### src/rtl/data_mem_ctl_pkg.sv
// Shared types and parameter checks for the data memory controller.
// Imported by the interface, the clear sequencer and the top.
package data_mem_ctl_pkg;

  typedef enum logic {
    CLEAR = 1'b0,
    READY = 1'b1
  } state_t;

  localparam int RD_LAT_COMB = 0;
  localparam int RD_LAT_REG  = 1;

  function automatic bit params_ok(input int w, input int a, input int depth, input int rd_lat);
    bit ok;
    ok = (w > 0) && (w % 8 == 0);
    ok = ok && (a > 0) && (a < 32);
    ok = ok && (depth >= 1) && (depth <= (1 << a));
    ok = ok && ((rd_lat == RD_LAT_COMB) || (rd_lat == RD_LAT_REG));
    return ok;
  endfunction

endpackage

### src/rtl/data_mem_ctl_if.sv
// Request/response bus between the load/store unit (master) and the data memory (slave).
interface data_mem_ctl_if #(
  parameter int W = 8,
  parameter int A = 8
);

  // A request transfers on a rising clock edge where req_valid && req_ready. The master
  // keeps req_write/addr/wdata/wstrb stable while req_valid is high and unaccepted;
  // req_ready never depends on req_valid. rdata_valid and err are single-cycle pulses.
  logic           req_valid;
  logic           req_ready;
  logic           req_write;
  logic [A-1:0]   addr;
  logic [W-1:0]   wdata;
  logic [W/8-1:0] wstrb;
  logic [W-1:0]   rdata;
  logic           rdata_valid;
  logic           err;

  modport master (
    output req_valid, req_write, addr, wdata, wstrb,
    input  req_ready, rdata, rdata_valid, err
  );

  modport slave (
    input  req_valid, req_write, addr, wdata, wstrb,
    output req_ready, rdata, rdata_valid, err
  );

endinterface

### src/rtl/data_mem_ctl_clear_seq.sv
// Clear sweep sequencer: walks clr_ptr from 0 to DEPTH-1, one entry per cycle
// while run is high, and flags the cycle that writes the last entry.
module data_mem_ctl_clear_seq #(
  parameter int A     = 8,
  parameter int DEPTH = 2 ** A
) (
  input  logic         clk,
  input  logic         reset,
  input  logic         start,
  input  logic         run,
  output logic         clr_we,
  output logic [A-1:0] clr_addr,
  output logic         clr_done
);

  localparam logic [A-1:0] LAST = A'(DEPTH - 1);

  logic [A-1:0] clr_ptr_q;
  logic [A-1:0] clr_ptr_d;

  assign clr_we   = run;
  assign clr_addr = clr_ptr_q;
  assign clr_done = run && (clr_ptr_q == LAST);

  // Pointer parks at 0 after the last entry so a later start always begins cleanly.
  always_comb begin
    clr_ptr_d = clr_ptr_q;
    if (start || clr_done) begin
      clr_ptr_d = '0;
    end else if (run) begin
      clr_ptr_d = clr_ptr_q + A'(1);
    end
  end

  always_ff @(posedge clk) begin
    if (reset) begin
      clr_ptr_q <= '0;
    end else begin
      clr_ptr_q <= clr_ptr_d;
    end
  end

endmodule

### src/rtl/data_mem_ctl.sv
// Single-port data memory behind the load/store unit: byte-lane stores, range-checked
// loads with 0- or 1-cycle latency, and a full clear sweep after reset or on clr_req.
module data_mem_ctl
  import data_mem_ctl_pkg::*;
#(
  parameter int           W       = 8,
  parameter int           A       = 8,
  parameter int           DEPTH   = 2 ** A,
  parameter int           RD_LAT  = 1,
  parameter logic [W-1:0] CLR_VAL = '0
) (
  input  logic            clk,
  input  logic            reset,
  input  logic            clr_req,
  output logic            busy,
  output state_t          dbg_state,
  data_mem_ctl_if.slave   bus
);

  localparam int NB = W / 8;

  if (!params_ok(W, A, DEPTH, RD_LAT)) begin : g_bad_params
    $error("data_mem_ctl: illegal parameter combination");
  end

  state_t state_q;
  state_t state_d;

  logic [W-1:0] core_q [DEPTH];

  logic         acc;
  logic         ld_acc;
  logic         st_acc;
  logic         in_range;
  logic         start;
  logic         clr_we;
  logic         clr_done;
  logic [A-1:0] clr_addr;
  logic         wr_en;
  logic [A-1:0] wr_addr;
  logic [W-1:0] wr_data;
  logic [W-1:0] rd_word;

  assign bus.req_ready = (state_q == READY);
  assign busy          = (state_q == CLEAR);
  assign dbg_state     = state_q;

  assign acc      = bus.req_valid && bus.req_ready;
  assign ld_acc   = acc && !bus.req_write;
  assign st_acc   = acc && bus.req_write;
  assign in_range = (32'(bus.addr) < 32'(DEPTH));
  assign start    = (state_q == READY) && clr_req;
  assign rd_word  = in_range ? core_q[bus.addr] : '0;

  data_mem_ctl_clear_seq #(
    .A     (A),
    .DEPTH (DEPTH)
  ) u_clear_seq (
    .clk      (clk),
    .reset    (reset),
    .start    (start),
    .run      (busy),
    .clr_we   (clr_we),
    .clr_addr (clr_addr),
    .clr_done (clr_done)
  );

  // An accepted request in the same cycle as clr_req still completes; CLEAR starts after.
  always_comb begin
    state_d = state_q;
    case (state_q)
      CLEAR:   if (clr_done) state_d = READY;
      READY:   if (clr_req)  state_d = CLEAR;
      default: state_d = CLEAR;
    endcase
  end

  always_ff @(posedge clk) begin
    if (reset) begin
      state_q <= CLEAR;
    end else begin
      state_q <= state_d;
    end
  end

  // Single write port: the sweep owns it in CLEAR, in-range stores own it in READY.
  // Unstrobed lanes are rewritten with their current contents.
  always_comb begin
    wr_en   = 1'b0;
    wr_addr = bus.addr;
    wr_data = rd_word;
    if (clr_we) begin
      wr_en   = 1'b1;
      wr_addr = clr_addr;
      wr_data = CLR_VAL;
    end else if (st_acc && in_range) begin
      wr_en = 1'b1;
      for (int i = 0; i < NB; i++) begin
        if (bus.wstrb[i]) begin
          wr_data[8*i +: 8] = bus.wdata[8*i +: 8];
        end
      end
    end
  end

  always_ff @(posedge clk) begin
    if (wr_en && !reset) begin
      core_q[wr_addr] <= wr_data;
    end
  end

  if (RD_LAT == RD_LAT_REG) begin : g_rd_reg
    logic [W-1:0] rdata_q;
    logic [W-1:0] rdata_d;
    logic         rvalid_q;
    logic         rvalid_d;
    logic         err_q;
    logic         err_d;

    // rdata keeps the last loaded word between loads.
    always_comb begin
      rdata_d  = ld_acc ? rd_word : rdata_q;
      rvalid_d = ld_acc;
      err_d    = acc && !in_range;
    end

    always_ff @(posedge clk) begin
      if (reset) begin
        rdata_q  <= '0;
        rvalid_q <= 1'b0;
        err_q    <= 1'b0;
      end else begin
        rdata_q  <= rdata_d;
        rvalid_q <= rvalid_d;
        err_q    <= err_d;
      end
    end

    assign bus.rdata       = rdata_q;
    assign bus.rdata_valid = rvalid_q;
    assign bus.err         = err_q;
  end else begin : g_rd_comb
    assign bus.rdata       = ld_acc ? rd_word : '0;
    assign bus.rdata_valid = ld_acc;
    assign bus.err         = acc && !in_range;
  end

endmodule

### src/flat_wrapper.sv
// flat-port wrapper written by rule: the top's interface ports become plain ports
module data_mem_ctl_flat import data_mem_ctl_pkg::*;
#(
  parameter int           W       = 8,
  parameter int           A       = 8,
  parameter int           DEPTH   = 2 ** A,
  parameter int           RD_LAT  = 1,
  parameter logic [W-1:0] CLR_VAL = '0
)
  (clk, reset, clr_req, busy, dbg_state, bus_req_valid, bus_req_write, bus_addr, bus_wdata, bus_wstrb, bus_req_ready, bus_rdata, bus_rdata_valid, bus_err);
  data_mem_ctl_if #(.W(W), .A(A)) bus_i ();
  input  logic clk;
  input  logic reset;
  input  logic clr_req;
  output logic busy;
  output state_t dbg_state;
  input wire logic [$bits(bus_i.req_valid)-1:0] bus_req_valid;
  input wire logic [$bits(bus_i.req_write)-1:0] bus_req_write;
  input wire logic [$bits(bus_i.addr)-1:0] bus_addr;
  input wire logic [$bits(bus_i.wdata)-1:0] bus_wdata;
  input wire logic [$bits(bus_i.wstrb)-1:0] bus_wstrb;
  output wire logic [$bits(bus_i.req_ready)-1:0] bus_req_ready;
  output wire logic [$bits(bus_i.rdata)-1:0] bus_rdata;
  output wire logic [$bits(bus_i.rdata_valid)-1:0] bus_rdata_valid;
  output wire logic [$bits(bus_i.err)-1:0] bus_err;
  assign bus_i.req_valid = bus_req_valid;
  assign bus_i.req_write = bus_req_write;
  assign bus_i.addr = bus_addr;
  assign bus_i.wdata = bus_wdata;
  assign bus_i.wstrb = bus_wstrb;
  assign bus_req_ready = bus_i.req_ready;
  assign bus_rdata = bus_i.rdata;
  assign bus_rdata_valid = bus_i.rdata_valid;
  assign bus_err = bus_i.err;
  data_mem_ctl #(.W(W), .A(A), .DEPTH(DEPTH), .RD_LAT(RD_LAT), .CLR_VAL(CLR_VAL)) u_core (.clk(clk), .reset(reset), .clr_req(clr_req), .busy(busy), .dbg_state(dbg_state), .bus(bus_i));
endmodule
### config.mk
export PLATFORM = sky130hd
export DESIGN_NAME = data_mem_ctl_flat
export DESIGN_NICKNAME = d
export VERILOG_FILES = /design/src/rtl/data_mem_ctl_pkg.sv /design/src/rtl/data_mem_ctl_if.sv /design/src/rtl/data_mem_ctl_clear_seq.sv /design/src/rtl/data_mem_ctl.sv /design/src/flat_wrapper.sv
export SDC_FILE = /design/constraint.sdc
export NUM_CORES = 2
export LEC_CHECK = 0
export BUFFER_PORTS_ARGS = -buffer_cell sky130_fd_sc_hd__clkbuf_2
export CORE_ASPECT_RATIO = 1.5
export CORE_UTILIZATION = 60
export DETAILED_ROUTE_END_ITERATION = 16
export HOLD_SLACK_MARGIN = 0.02
export PLACE_DENSITY = 0.79
export SYNTH_ARGS = -nofsm -noshare
export SYNTH_HDL_FRONTEND = slang
export SYNTH_SLANG_ARGS = --single-unit
### constraint.sdc
create_clock -name clk -period 19.95 [get_ports clk]
set_input_delay 2.9925 -clock clk [delete_from_list [all_inputs] [get_ports clk]]
set_output_delay 2.9925 -clock clk [all_outputs]
set_load 0.02 [all_outputs]
==> results.toml <==
[global_routing]
grt-ovfl-total = 0
antenna_found_initial = 2
grt_pass1_vias = 41700
grt_pass1_wl_um = 298000
grt_usage_pct = 31.4
grt_max_degree = 118

[worst_setup_path]
worstSetupEndpointType = "register"
worstPathArrival_ps = 10270
crit_fanout = 95
startpoint_type = "primary input"
crit_type = "in2reg"
worstPathRequired_ps = 20410

[timing]
tns_ps = 0
fmax_ghz = 0.102
finalCriticalPeriod_ps = 9810
setup_violations = 0
setup_ws_ps = 10140
maxSlewViolCount = 0
slew_headroom_pct = 12.0
min_period_over_period_pct = 49.2
worstMarginPinSlew_ps = 1320
finalHoldViolations = 0
rsz0062_at_grt = "false"
whs_ps = 506
finClkSkew_ps = 32.2

[routing]
drc = 4
viasPerCell = 7.08
drt_first_pass_iters = 13
num_vias = 41400
drtAntennaViolNets = 0
routed_wirelength_um = 210000
dr.first_iter.drc_count = 6126
wl_per_cell_um = 36.0

[clocking]
cts_buffer_depth = 3
clkSinkCount = 2066
h-tree-depth = 4
cts_tree = "yes"
clkLatencyLatePin_ps = 820
postCtsSetupRepairBufs = 0
ctsResizeCount = 0
cts-buffers-inserted = 170
cts_root_buf = "clkbuf_16"
postCtsHoldBufs = 0
cts.reportedPaths.clkPinSlew_ps = 60

[layout]
final_common_cell = "edfxtp_1"
areaGrowthSynthToFinish_pct = 8.79
final_cell_mix = "2048 x edfxtp_1, 445 x mux4_2, 301 x nor2_1"
layout-drive-gt1-share_pct = 20.9
fin_nets = 3986

[synthesis]
synth-simple-area-share_pct = 3.40
synth_edf_count = 2048
synth_fp_nets = 3921
ys_seq_area_share_pct = 76.6
synth_compound_area_share_pct = 3.15
synth.avg_cell_area_sq_um = 20.7
synth_cell_types = 71
yosys_warnings = 0
synthFlopType = "edfxtp_1"
synth_adder_area_share_pct = 0.0155
muxShareOfSynthArea_pct = 14.9
postSynthCellCount = 3898
synth_area_sq_mm = 0.0807
ys_seq_elements = 2066
async_flop_share_pct = 0
synth_top_family_by_area = "multiplexers"
synth_xor_area_share_pct = 0.0651

[status]
status = "finished, violations left"
violations = "DRC"

[placed_design]
place_ws_ps = 9320
place_congestion = 0.912
dp_hpwl_um = 129000
io_buffers = 33

[floorplan]
io-pin-count = 35
die_h_um = 451
core_sq_mm = 0.133
std_cell_rows = 164
dieArea_sq_mm = 0.136
initial_utilization_pct = 60.5
die_w_um = 302

[worst_hold_path]
min_path_type = "reg2reg"

[power_and_ir_drop]
powerDensity_mw_per_mm2 = 94.6
p_leak_uw = 0.0287
vdd_ir_drop_max_v = 0.0000757

[job]
max-cap-violations = 0
==> power by group <==
part / internal, uW / switching, uW / total [uW]
combinational: 126 / 215 / 341
clock: 1760 / 1500 / 3270
sequential: 4700 / 1.47 / 4700
==> metrics by stage <==
step / total power (uW) / cells / utilization, % / cell area (sq um)
final: 8310 / 5841 / 65.9 / 87800
after global routing: 8460 / 5839 / 65.9 / 87800
after CTS: 8300 / 5839 / 65.9 / 87800
after detailed placement: 5120 / 5534 / 61.9 / 82500
after global placement: 5120 / 5534 / 61.9 / 82500
after floorplan: 5020 / 3898 / - / 80700
==> worst paths after layout <==
check / start / end / slack (ps) / cells past startpoint
worst max-delay path: bus_addr[0] / u_core.core_q[215][0]$_DFFE_PP_ / 10140 / 13
worst min-delay path: u_core.u_clear_seq.clr_addr[0]$_SDFFE_PP0N_ / u_core.u_clear_seq.clr_addr[0]$_SDFFE_PP0N_ / 510 / 2
worst max register to register: u_core.core_q[226][0]$_DFFE_PP_ / u_core.core_q[215][0]$_DFFE_PP_ / 14850 / 8
worst min register to register: u_core.u_clear_seq.clr_addr[0]$_SDFFE_PP0N_ / u_core.u_clear_seq.clr_addr[0]$_SDFFE_PP0N_ / 510 / 2
==> layout make-up <==
class                      instances  area (sq um)
antenna                            2          5.00
clock buffer                     197          4480
clock inverter                   108           848
fill                            8114         45500
inverter                          11          41.3
multi-input combinational       1593         17500
sequential                      2066         61900
tap                             1743          2180
timing repair buffer             121           908
==> cells in the mapped netlist, drive strengths merged (11+ instances only) <==
library cell  number  area share, %
a211oi            22           0.20
a21oi             45           0.28
a221oi            13           0.14
a22oi             72           0.67
and2              11          0.085
buf              161            1.5
clkbuf            67           0.32
dfxtp             18           0.45
edfxtp          2048             76
mux2              30           0.42
mux2i            104            1.3
mux4             468             13
nand2            138           0.64
nand2b            14           0.11
nand3             28           0.17
nand4             12          0.093
nor2             302            1.4
nor2b             38           0.29
nor3              30           0.19
o21ai             49           0.30
o221ai            19           0.21
o22ai             62           0.48
o32ai             16           0.17
==> per-layer routing <==
| metal | wire (um) | vias to the layer above | global-route usage, % |
|---|---|---|---|
| met5 | 17 | - | 0 |
| met4 | 17600 | 2 | 21.8 |
| met3 | 21700 | 709 | 7.59 |
| met2 | 104000 | 3017 | 50.7 |
| met1 | 67100 | 21300 | 37.3 |
| li1 | - | 16300 | - |
==> critical path: stages <==
cell,delay [ps]
buf_8,430
buf_4,460
buf_4,620
buf_4,760
buf_4,740
mux4_2,360
mux2i_1,140
a22oi_1,260
o21ai_0,210
o311a_1,500
o32ai_4,1040
buf_4,630
buf_4,830
==> cell families (layout without fill, tap and decap cells) <==
group | Yosys count | after routing
multiplexers | 602 | 602
flip-flops | 2066 | 2066
adder cells (fa/ha/maj) | 1 | 1
AND/OR/NAND/NOR | 622 | 622
AO/OA/AOI/OAI | 361 | 361
other | 1 | 3
XOR/XNOR | 6 | 6
buffers and inverters | 239 | 437
==> registers in the layout, summed over array words and instances (netlist names) <==
signal,count
u_core.u_clear_seq.clr_addr,8
u_core.bus.req_ready,1
u_core.bus.rdata_valid,1
u_core.bus.rdata,8
u_core.core_q,2048
Note: power is estimated with default switching activity, not from simulation.
